--- config.mk ---
export PLATFORM = sky130hd
export DESIGN_NAME = id_fetch_arbiter
export DESIGN_NICKNAME = d
export VERILOG_FILES = /design/src/rtl/id_fetch_arbiter_pkg.sv /design/src/rtl/id_arb_slot.sv /design/src/rtl/id_fetch_arbiter.sv
export SDC_FILE = /design/constraint.sdc
export NUM_CORES = 1
export LEC_CHECK = 0
export CORE_AREA = 2 2 119 121
export CTS_BUF_LIST = sky130_fd_sc_hd__clkbuf_4 sky130_fd_sc_hd__clkbuf_8 sky130_fd_sc_hd__clkbuf_16
export CTS_CLUSTER_SIZE = 20
export DETAILED_ROUTE_END_ITERATION = 8
export DIE_AREA = 0 0 121 123
export PLACE_DENSITY = 0.76
export SLEW_MARGIN = 15
export SYNTH_ARGS = -nofsm -noshare
export SYNTH_HDL_FRONTEND = slang
export SYNTH_SLANG_ARGS = --single-unit
--- constraint.sdc ---
create_clock -name clk_i -period 5.6 [get_ports clk_i]
set_input_delay 0.84 -clock clk_i [delete_from_list [all_inputs] [get_ports clk_i]]
set_output_delay 0.84 -clock clk_i [all_outputs]
set_load 0.01 [all_outputs]
--- src/rtl/id_fetch_arbiter_pkg.sv ---
// Shared types for the ID-stage fetch-entry arbiter: the fetch entry payload,
// the arbitration FSM states and the slot source encoding.
package id_fetch_arbiter_pkg;

  typedef struct packed {
    logic [63:0] address;
    logic [31:0] instruction;
    logic        ex_valid;
  } fetch_entry_t;

  typedef enum logic {ARB, LOCKED} arb_state_e;

  typedef enum logic {SRC_FE, SRC_INJ} id_arb_src_e;

endpackage

--- src/rtl/id_arb_slot.sv ---
// One-entry registered output slot toward the ID stage; loads on grant,
// drains on ID acceptance and is dropped on flush.
module id_arb_slot
  import id_fetch_arbiter_pkg::*;
(
  input  logic         clk_i,
  input  logic         rst_i,
  input  logic         flush_i,
  input  logic         load_i,
  input  fetch_entry_t load_entry_i,
  input  logic         load_src_i,
  input  logic         pop_i,
  output fetch_entry_t entry_o,
  output logic         valid_o,
  output logic         src_o
);

  fetch_entry_t entry_p1;
  logic         vld_p1;
  logic         src_p1;

  // Stage p1: registered slot; flush wins over both load and pop.
  always_ff @(posedge clk_i) begin
    if (rst_i) begin
      vld_p1   <= 1'b0;
      entry_p1 <= '0;
      src_p1   <= 1'b0;
    end else if (flush_i) begin
      vld_p1 <= 1'b0;
    end else if (load_i) begin
      vld_p1   <= 1'b1;
      entry_p1 <= load_entry_i;
      src_p1   <= load_src_i;
    end else if (pop_i) begin
      vld_p1 <= 1'b0;
    end
  end

  assign entry_o = entry_p1;
  assign valid_o = vld_p1;
  assign src_o   = src_p1;

endmodule

--- src/rtl/id_fetch_arbiter.sv ---
// Arbitrates the frontend queue and the injection port onto the ID fetch entry.
// Define ID_FETCH_ARB_PERF_EN to add grant/starvation performance counters.
module id_fetch_arbiter
  import id_fetch_arbiter_pkg::*;
#(
  parameter int unsigned MaxInjectBurst = 4,
  parameter int unsigned CntW           = 4
) (
  input  logic         clk_i,
  input  logic         rst_i,
  input  logic         flush_i,
  input  fetch_entry_t fe_entry_i,
  input  logic         fe_valid_i,
  output logic         fe_ready_o,
  input  fetch_entry_t inj_entry_i,
  input  logic         inj_valid_i,
  output logic         inj_ready_o,
  input  logic         inj_lock_i,
  output fetch_entry_t id_entry_o,
  output logic         id_valid_o,
  input  logic         id_ready_i,
  output logic         id_src_o
`ifdef ID_FETCH_ARB_PERF_EN
  ,
  output logic [31:0]  perf_fe_grants_o,
  output logic [31:0]  perf_inj_grants_o,
  output logic [31:0]  perf_starve_o
`endif
);

  localparam logic [CntW-1:0] BurstMax = CntW'(MaxInjectBurst);

  arb_state_e      state_q, state_d;
  logic [CntW-1:0] cnt_q, cnt_d;
  logic            can_grant;
  logic            grant_fe, grant_inj;
  fetch_entry_t    grant_entry;
  id_arb_src_e     grant_src;

  assign can_grant = (!id_valid_o || id_ready_i) && !flush_i && !rst_i;

  always_ff @(posedge clk_i) begin
    if (rst_i) begin
      state_q <= ARB;
      cnt_q   <= '0;
    end else begin
      state_q <= state_d;
      cnt_q   <= cnt_d;
    end
  end

  always_comb begin
    state_d = state_q;
    if (flush_i) begin
      state_d = inj_lock_i ? LOCKED : ARB;
    end else begin
      unique case (state_q)
        ARB:    if (inj_lock_i) state_d = LOCKED;
        LOCKED: if (!inj_lock_i && !(id_valid_o && (id_src_o == SRC_INJ))) state_d = ARB;
        default: state_d = ARB;
      endcase
    end
  end

  // Burst counter only advances while the frontend is actually contending.
  always_comb begin
    grant_fe  = 1'b0;
    grant_inj = 1'b0;
    cnt_d     = cnt_q;
    if (flush_i) begin
      cnt_d = '0;
    end else begin
      unique case (state_q)
        ARB: begin
          if (can_grant) begin
            if (inj_valid_i && (cnt_q < BurstMax)) begin
              grant_inj = 1'b1;
              cnt_d     = fe_valid_i ? cnt_q + CntW'(1) : '0;
            end else if (fe_valid_i && !inj_lock_i) begin
              grant_fe = 1'b1;
              cnt_d    = '0;
            end else if (inj_valid_i) begin
              grant_inj = 1'b1;
              cnt_d     = fe_valid_i ? cnt_q : '0;
            end
          end
          if (inj_lock_i) cnt_d = '0;
        end
        LOCKED: begin
          grant_inj = can_grant && inj_valid_i;
          cnt_d     = '0;
        end
        default: cnt_d = '0;
      endcase
    end
  end

  assign fe_ready_o  = grant_fe;
  assign inj_ready_o = grant_inj;
  assign grant_entry = grant_inj ? inj_entry_i : fe_entry_i;
  assign grant_src   = grant_inj ? SRC_INJ : SRC_FE;

  id_arb_slot i_slot (
    .clk_i        (clk_i),
    .rst_i        (rst_i),
    .flush_i      (flush_i),
    .load_i       (grant_fe || grant_inj),
    .load_entry_i (grant_entry),
    .load_src_i   (grant_src),
    .pop_i        (id_ready_i),
    .entry_o      (id_entry_o),
    .valid_o      (id_valid_o),
    .src_o        (id_src_o)
  );

`ifdef ID_FETCH_ARB_PERF_EN
  always_ff @(posedge clk_i) begin
    if (rst_i) begin
      perf_fe_grants_o  <= '0;
      perf_inj_grants_o <= '0;
      perf_starve_o     <= '0;
    end else begin
      if (grant_fe)                perf_fe_grants_o  <= perf_fe_grants_o + 32'd1;
      if (grant_inj)               perf_inj_grants_o <= perf_inj_grants_o + 32'd1;
      if (fe_valid_i && !grant_fe) perf_starve_o     <= perf_starve_o + 32'd1;
    end
  end
`endif

endmodule
==> results of run 1 <==
[synth_stat cells]
cell       count
buf_6          2
dfxtp_1      104
o31ai_1        2
nand3b_1       1
o31a_1         1
or3b_1         1
nor2_1       105
a31oi_1        1
buf_4          2
a211oi_4       1
or2_2          2
nor3_1         2
nand3_1        1
buf_2         25
a21oi_1        4
o21ai_0        1
inv_2          1
a41oi_1        2
inv_1          2
nand2b_1       1
o2111ai_4      1
nand2_1      197
clkbuf_1      25
ha_1           1
a311oi_2      30
nor2b_1        1
a311oi_1      67
[placed cells by master (no fill, tap or decap)]
master and count:
o31a_1 1, clkinvlp_4 2, bufinv_16 1, a41oi_1 2, nor2_1 105, dfxtp_1 104, clkdlybuf4s50_1 300, a311oi_2 30
nand2_1 197, a211oi_4 1, nor3_1 2, a21oi_1 4, a31oi_1 1, clkbuf_16 9, clkbuf_8 2, nand2b_1 1
nand3b_1 1, a311oi_1 67, clkinv_2 3, buf_4 7, nor2b_1 1, or3b_1 1, or2_2 2, o21ai_0 1
o31ai_1 2, nand3_1 1, inv_1 2, ha_1 1, o2111ai_4 1
[metrics by stage]
stage	hold slack (ps)	total power (W)	instances	worst slack, ps	instance area [um2]
floorplan	449	0.000987	583	2790	4710
global placement	470	0.00123	1016	1970	7730
detailed placement	470	0.00124	1016	1910	7730
CTS	479	0.00189	1032	2080	8040
global route	495	0.00195	1032	2010	8040
finish	478	0.00187	1032	2080	8040
[logic make-up after synthesis]
group                      count (synthesis)  share of synthesized area [%]
and+or+nand+nor                          311                           25.3
adders and majority gates                  1                          0.266
DFF                                      104                           44.2
AOI/OAI and AO/OA                        110                           24.6
buffers and inverters                     57                           5.69
[final cells by class]
class	instances	area, um2
fillers	1219	5570
repair buffers	307	3060
multi-input cells	422	2360
flip-flops and latches	104	2080
clock buffers	11	253
well taps	180	225
clock inverters	5	55.1
inverters	3	12.5
[state kept, by name, summed over array words and instances (netlist names)]
signal          flops
state_q             1
i_slot.entry_o     97
i_slot.src_o        1
cnt_q               4
i_slot.valid_o      1
[power breakdown]
part | total [W] | leakage [nW] | internal, W | switching (W)
clock network | 0.000648 | 0.148 | 0.000370 | 0.000278
logic | 0.000413 | 1.86 | 0.000247 | 0.000166
registers | 0.000805 | 0.852 | 0.000783 | 0.0000223
[worst reg2reg max path, cell delays in order (launching register included)]
cell and delay, ps:
dfxtp_1 320, or3b_1 500, o2111ai_4 260, buf_4 450, buf_4 600, nand2_1 150
a311oi_1 280
[per-layer routing]
metal	track usage (%)	vias to the layer above	wire length, um
met2	34.9	212	7470
met1	22.9	2304	6120
met5	0	-	0
li1	-	2550	-
met4	7.34	0	282
met3	7.89	19	1780
[final timing paths]
kind                            cells after the start  slack (ps)        from                  to
worst max-delay path                                5        2080  inj_lock_i         inj_ready_o
worst max register to register                      6        2940     state_q  i_slot.entry_o[10]
worst min-delay path                                2         480    cnt_q[1]            cnt_q[1]
worst min register to register                      2         480    cnt_q[1]            cnt_q[1]
==> impl_results.md, run 1 <==
* Post-DRT Antenna Nets at 0
* Post-CTS Hold Fix Bufs at 0
* Critical path's most frequent cell: clkdlybuf4s50_1
* Yosys cell types at 27
* DRC Markers at 0
* Num CTS Buffers at 9
* Cell Chain, Critical Path: clkdlybuf4s50_1 -> or3b_1 -> o2111ai_4 -> clkinv_2 -> clkdlybuf4s50_1
* Ports at 302
* Starting Density at 34.6%
* Startpoint Class: input port
* CP Buf/Inv Count at 3
* Yosys top cell area share at 44.2%
* Clk_skew at 7.12 ps
* Crit path kind: in -> out
* Leak Pwr at 2.86 nW
* First-pass GRT wire length at 24100 um
* Detail Placement HPWL at 11000 um
* Hold crit path type: reg -> reg
* Synth warnings at 0
* DR vias at 5085
* Clock Path Buffers at 2
* 1st-pass router iterations at 4
* Arrival time worst endpoint at 2680 ps
* CTS root buf: clkbuf_16
* Status: completed
* Largest net degree at the start of global routing at 109
* Wire length per cell at 15.2 um
* Final Util at 59.1%
* Final GP Congestion at 0.785
* Die height at 123 um
* Cts repair resizes at 0
* Maximum VDD drop at 0.118 mV
* Input/output buffers at 301
* CTS clock-pin slew for the worst setup and hold paths at 70 ps
* Final setup fails at 0
* Final Max Tran Viols at 0
* CTS tree: built
* Area leader, netlist: dfxtp_1
* Synthesized net count at 785
* Critical path endpoint category: output pin
* Final Hold Fails at 0
* GRT Residual Overflow at 0
* Tcrit/Tclk final at 62.9%
* Cells after Synth at 583
* Postcts setup bufs at 0
* Core footprint at 0.0136 mm2
* Delay-heaviest family, CP: buffers and inverters
* Die area at 0.0149 mm2
* Worst-Skew Late Latency at 340 ps
* Sequential share of the synthesized area at 44.2%
* RSZ-0062 raised after global routing: no
* WL final at 15700 um
* Num rows at 43
* Synth area leaders: dfxtp_1 44%, nand2_1 16%, a311oi_1 12%, a311oi_2 9.6%, nor2_1 8.4%
* GRT Util Overall at 20.3%
* P&R area growth vs syn at 70.8%
* CTS sink cnt at 104
* Mapped Avg Cell Area at 8.08 um2
* Share of layout cells above drive strength 1 at 6.81%
* Synth Register Bits at 104
* Die X at 121 um
* DR vias/cell at 4.93
* Power per standard cell area at 232 mW/mm2
* Slew @ Worst Pin at 1160 ps
* CTS H-tree lvls at 3
* Sum of negative setup slack at 0 ps
* # Max-Cap Violations at 0
* ANT cells at 0
* Vias in the first global route at 4830
* Synthesized area at 0.00471 mm2
* Fmax at 0.284 GHz
* Crit-path max cell delay at 530 ps
* Initial antenna violation count at 0
* Min cycle time layout at 3520 ps
* CP Data Required Time at 4760 ps
* Crit Path Max Fanout at 6
* Final #Nets at 1049
* Initial DRC count at 279
* Slowest cell on the critical path: or3b_1
* Slew HR at 23.0%
(Power assumes the default switching activity.)
==> run 2, diff against run 1 <==
CORE_AREA = not set   (was 2 2 119 121)
CORE_MARGIN = 2   (was not set)
CORE_UTILIZATION = 37   (was not set)
DIE_AREA = not set   (was 0 0 121 123)
PLACE_DENSITY = 0.81   (was 0.76)
clock period = 3.6 ns   (was 5.6 ns; I/O delays follow)
==> impl_results.md, run 2 (synthesized netlist as in run 1, its figures left out) <==
* GRT Residual Overflow at 0 (unchanged)
* Net Sw Frac at 24.3% (-0.70 points)
* Post-CTS Hold Fix Bufs at 0 (unchanged)
* Register area at 0.00208 mm2 (unchanged)
* Core footprint at 0.0125 mm2 (-8.0%)
* Largest register FFs at 97 (unchanged)
* Tcrit/Tclk final at 82.5%
* Fillers at 1088 (-11%)
* DRC Markers at 0 (unchanged)
* Cell Chain, Critical Path: clkdlybuf4s50_1 -> or3b_1 -> o2111ai_4 -> clkinv_2 -> clkdlybuf4s50_1
* Share of layout cells above drive strength 1 at 6.70% (-0.11 points)
* Final Max Tran Viols at 0 (unchanged)
* DR vias at 5061 (-0.47%)
* Clk_skew at 8.25 ps (+1.13 ps)
* Startpoint Class: input port
* CP Data Required Time at 3060 ps (-1700 ps)
* Multi-input logic area at 0.00236 mm2 (unchanged)
* CTS H-tree lvls at 3 (unchanged)
* Critical path endpoint category: output pin
* Num rows at 41 (-4.7%)
* Crit Path Max Fanout at 6 (unchanged)
* Crit path kind: in -> out
* Worst-Skew Late Latency at 350 ps (about the same)
* Status: completed
* DR vias/cell at 4.95 (+0.40%)
* Initial antenna violation count at 0 (unchanged)
* RSZ-0062 raised after global routing: no
* Slew HR at 41.5% (+19 points)
* Initial DRC count at 301 (+7.9%)
* CTS root buf: clkbuf_16
* Critical Path Source: fe_valid_i
* GRT Util Overall at 21.6% (+1.3 points)
* Final GP Congestion at 0.856 (+9.2%)
* Input/output buffers at 301 (unchanged)
* Detail Placement HPWL at 10700 um (-3.4%)
* Starting Density at 37.6% (+3.0 points)
* Num CTS Buffers at 9 (unchanged)
* Final #Nets at 1049 (unchanged)
* Final Hold Fails at 0 (unchanged)
* First-pass GRT wire length at 23000 um (-4.6%)
* Postcts setup bufs at 0 (unchanged)
* Arrival time worst endpoint at 2430 ps (-250 ps)
* Power per standard cell area at 368 mW/mm2 (+59%)
* Final setup fails at 0 (unchanged)
* WL final at 15400 um (-1.4%)
* ANT cells at 0 (unchanged)
* P_int at 0.00226 W (+61%)
* Maximum VDD drop at 0.195 mV (+65%)
* Post-DRT Antenna Nets at 0 (unchanged)
* Min cycle time layout at 2970 ps
* WHS at 483 ps (+5.00 ps)
* Die area at 0.0136 mm2 (-8.3%)
* CTS tree: built
* Hold crit path type: reg -> reg
* Die X at 117 um (-3.5%)
* Vias in the first global route at 4580 (-5.2%)
* Die height at 117 um (-5.0%)
* Ports at 302 (unchanged)
* Slowest cell on the critical path: or3b_1
* CP Buf/Inv Count at 3 (unchanged)
* Most frequent cells in the layout: 300 x clkdlybuf4s50_1, 197 x nand2_1, 105 x nor2_1
* Clock power share at 36.3% (+1.6 points)
* Commonest non-fill, non-tap cell in the layout: clkdlybuf4s50_1
* Clock Path Buffers at 2 (unchanged)
* Sequential fraction of design power at 42.0% (-1.2 points)
* Final Util at 64.7% (+5.6 points)
* # Max-Cap Violations at 0 (unchanged)
* Cts repair resizes at 0 (unchanged)
* P&R area growth vs syn at 72.0%
* Largest net degree at the start of global routing at 103 (-5.5%)
* Hold Startpoint: cnt_q[1]
* Gate power share at 21.7% (-0.4 points)
* Slew @ Worst Pin at 877 ps (-278 ps)
* CTS clock-pin slew for the worst setup and hold paths at 60 ps (about the same)
* Total net switching power at 0.000724 W (+55%)
* Fmax at 0.337 GHz
* 1st-pass router iterations at 5 (+1)
* Sum of negative setup slack at 0 ps (unchanged)
* CTS sink cnt at 104 (unchanged)
* Crit-path max cell delay at 500 ps (-30 ps)
* Final Power at 0.00298 W (+60%)
* Critical path's most frequent cell: clkdlybuf4s50_1
* Wire length per cell at 15.1 um (-0.49%)
* Leak Pwr at 2.89 nW (+1.1%)
* Delay-heaviest family, CP: buffers and inverters
* Worst r2r src: state_q
==> run 2: cell count changes in the layout (fill, tap and decap cells not counted) <==
cell,previous run,this run
clkinvlp_4,2,0
buf_4,7,3
buf_12,0,4
clkbuf_4,0,1
clkinv_2,3,2
bufinv_16,1,2
==> run 2: final timing paths <==
check | cells past startpoint | slack (ps) | endpoint
worst max-delay path | 5 | 630 | inj_ready_o
worst min-delay path | 2 | 480 | cnt_q[1]
worst max register to register | 5 | 1470 | i_slot.entry_o[2]
worst min register to register | 2 | 480 | cnt_q[1]
==> run 2: per-stage QoR <==
stage,instance area [um2],cells,setup WS (ps)
6_report,8100,1023,631
2_1_floorplan,4710,583,1390
5_1_grt,8100,1023,562
4_1_cts,8100,1023,618
3_3_place_gp,7770,1008,637
3_5_place_dp,7770,1008,619
==> run 2: worst register-to-register path: cells and delay by family, from the launching register on <==
kind | cells | cell delay (ps)
compound gates | 2 | 640
flops | 1 | 330
simple gates | 2 | 660
buf+inv | 1 | 410
==> run 2: cell type report <==
| type | instances | area share, % |
|---|---|---|
| well taps | 172 | 2.66 |
| flip-flops and latches | 104 | 25.7 |
| clock buffers | 12 | 3.21 |
| multi-input cells | 422 | 29.1 |
| inverters | 3 | 0.154 |
| clock inverters | 3 | 0.803 |
| repair buffers | 307 | 38.3 |
==> run 2: power by group through the flow <==
stage	Combinational (W)	Sequential, W	Clock (W)
after detailed placement	0.000648	0.00128	0
after global placement	0.000645	0.00128	0
after CTS	0.000652	0.00125	0.00110
final	0.000647	0.00125	0.00108
after global routing	0.000702	0.00126	0.00115
after floorplan	0.000227	0.00131	0
==> run 2: per-layer routing <==
layer,up-vias,track usage (%),part of all wire (%)
li1,2559,-,-
met1,2283,23.7,38
met2,194,37.7,49
met3,25,7.47,9.6
met4,0,9.57,2.6
met5,-,0,0
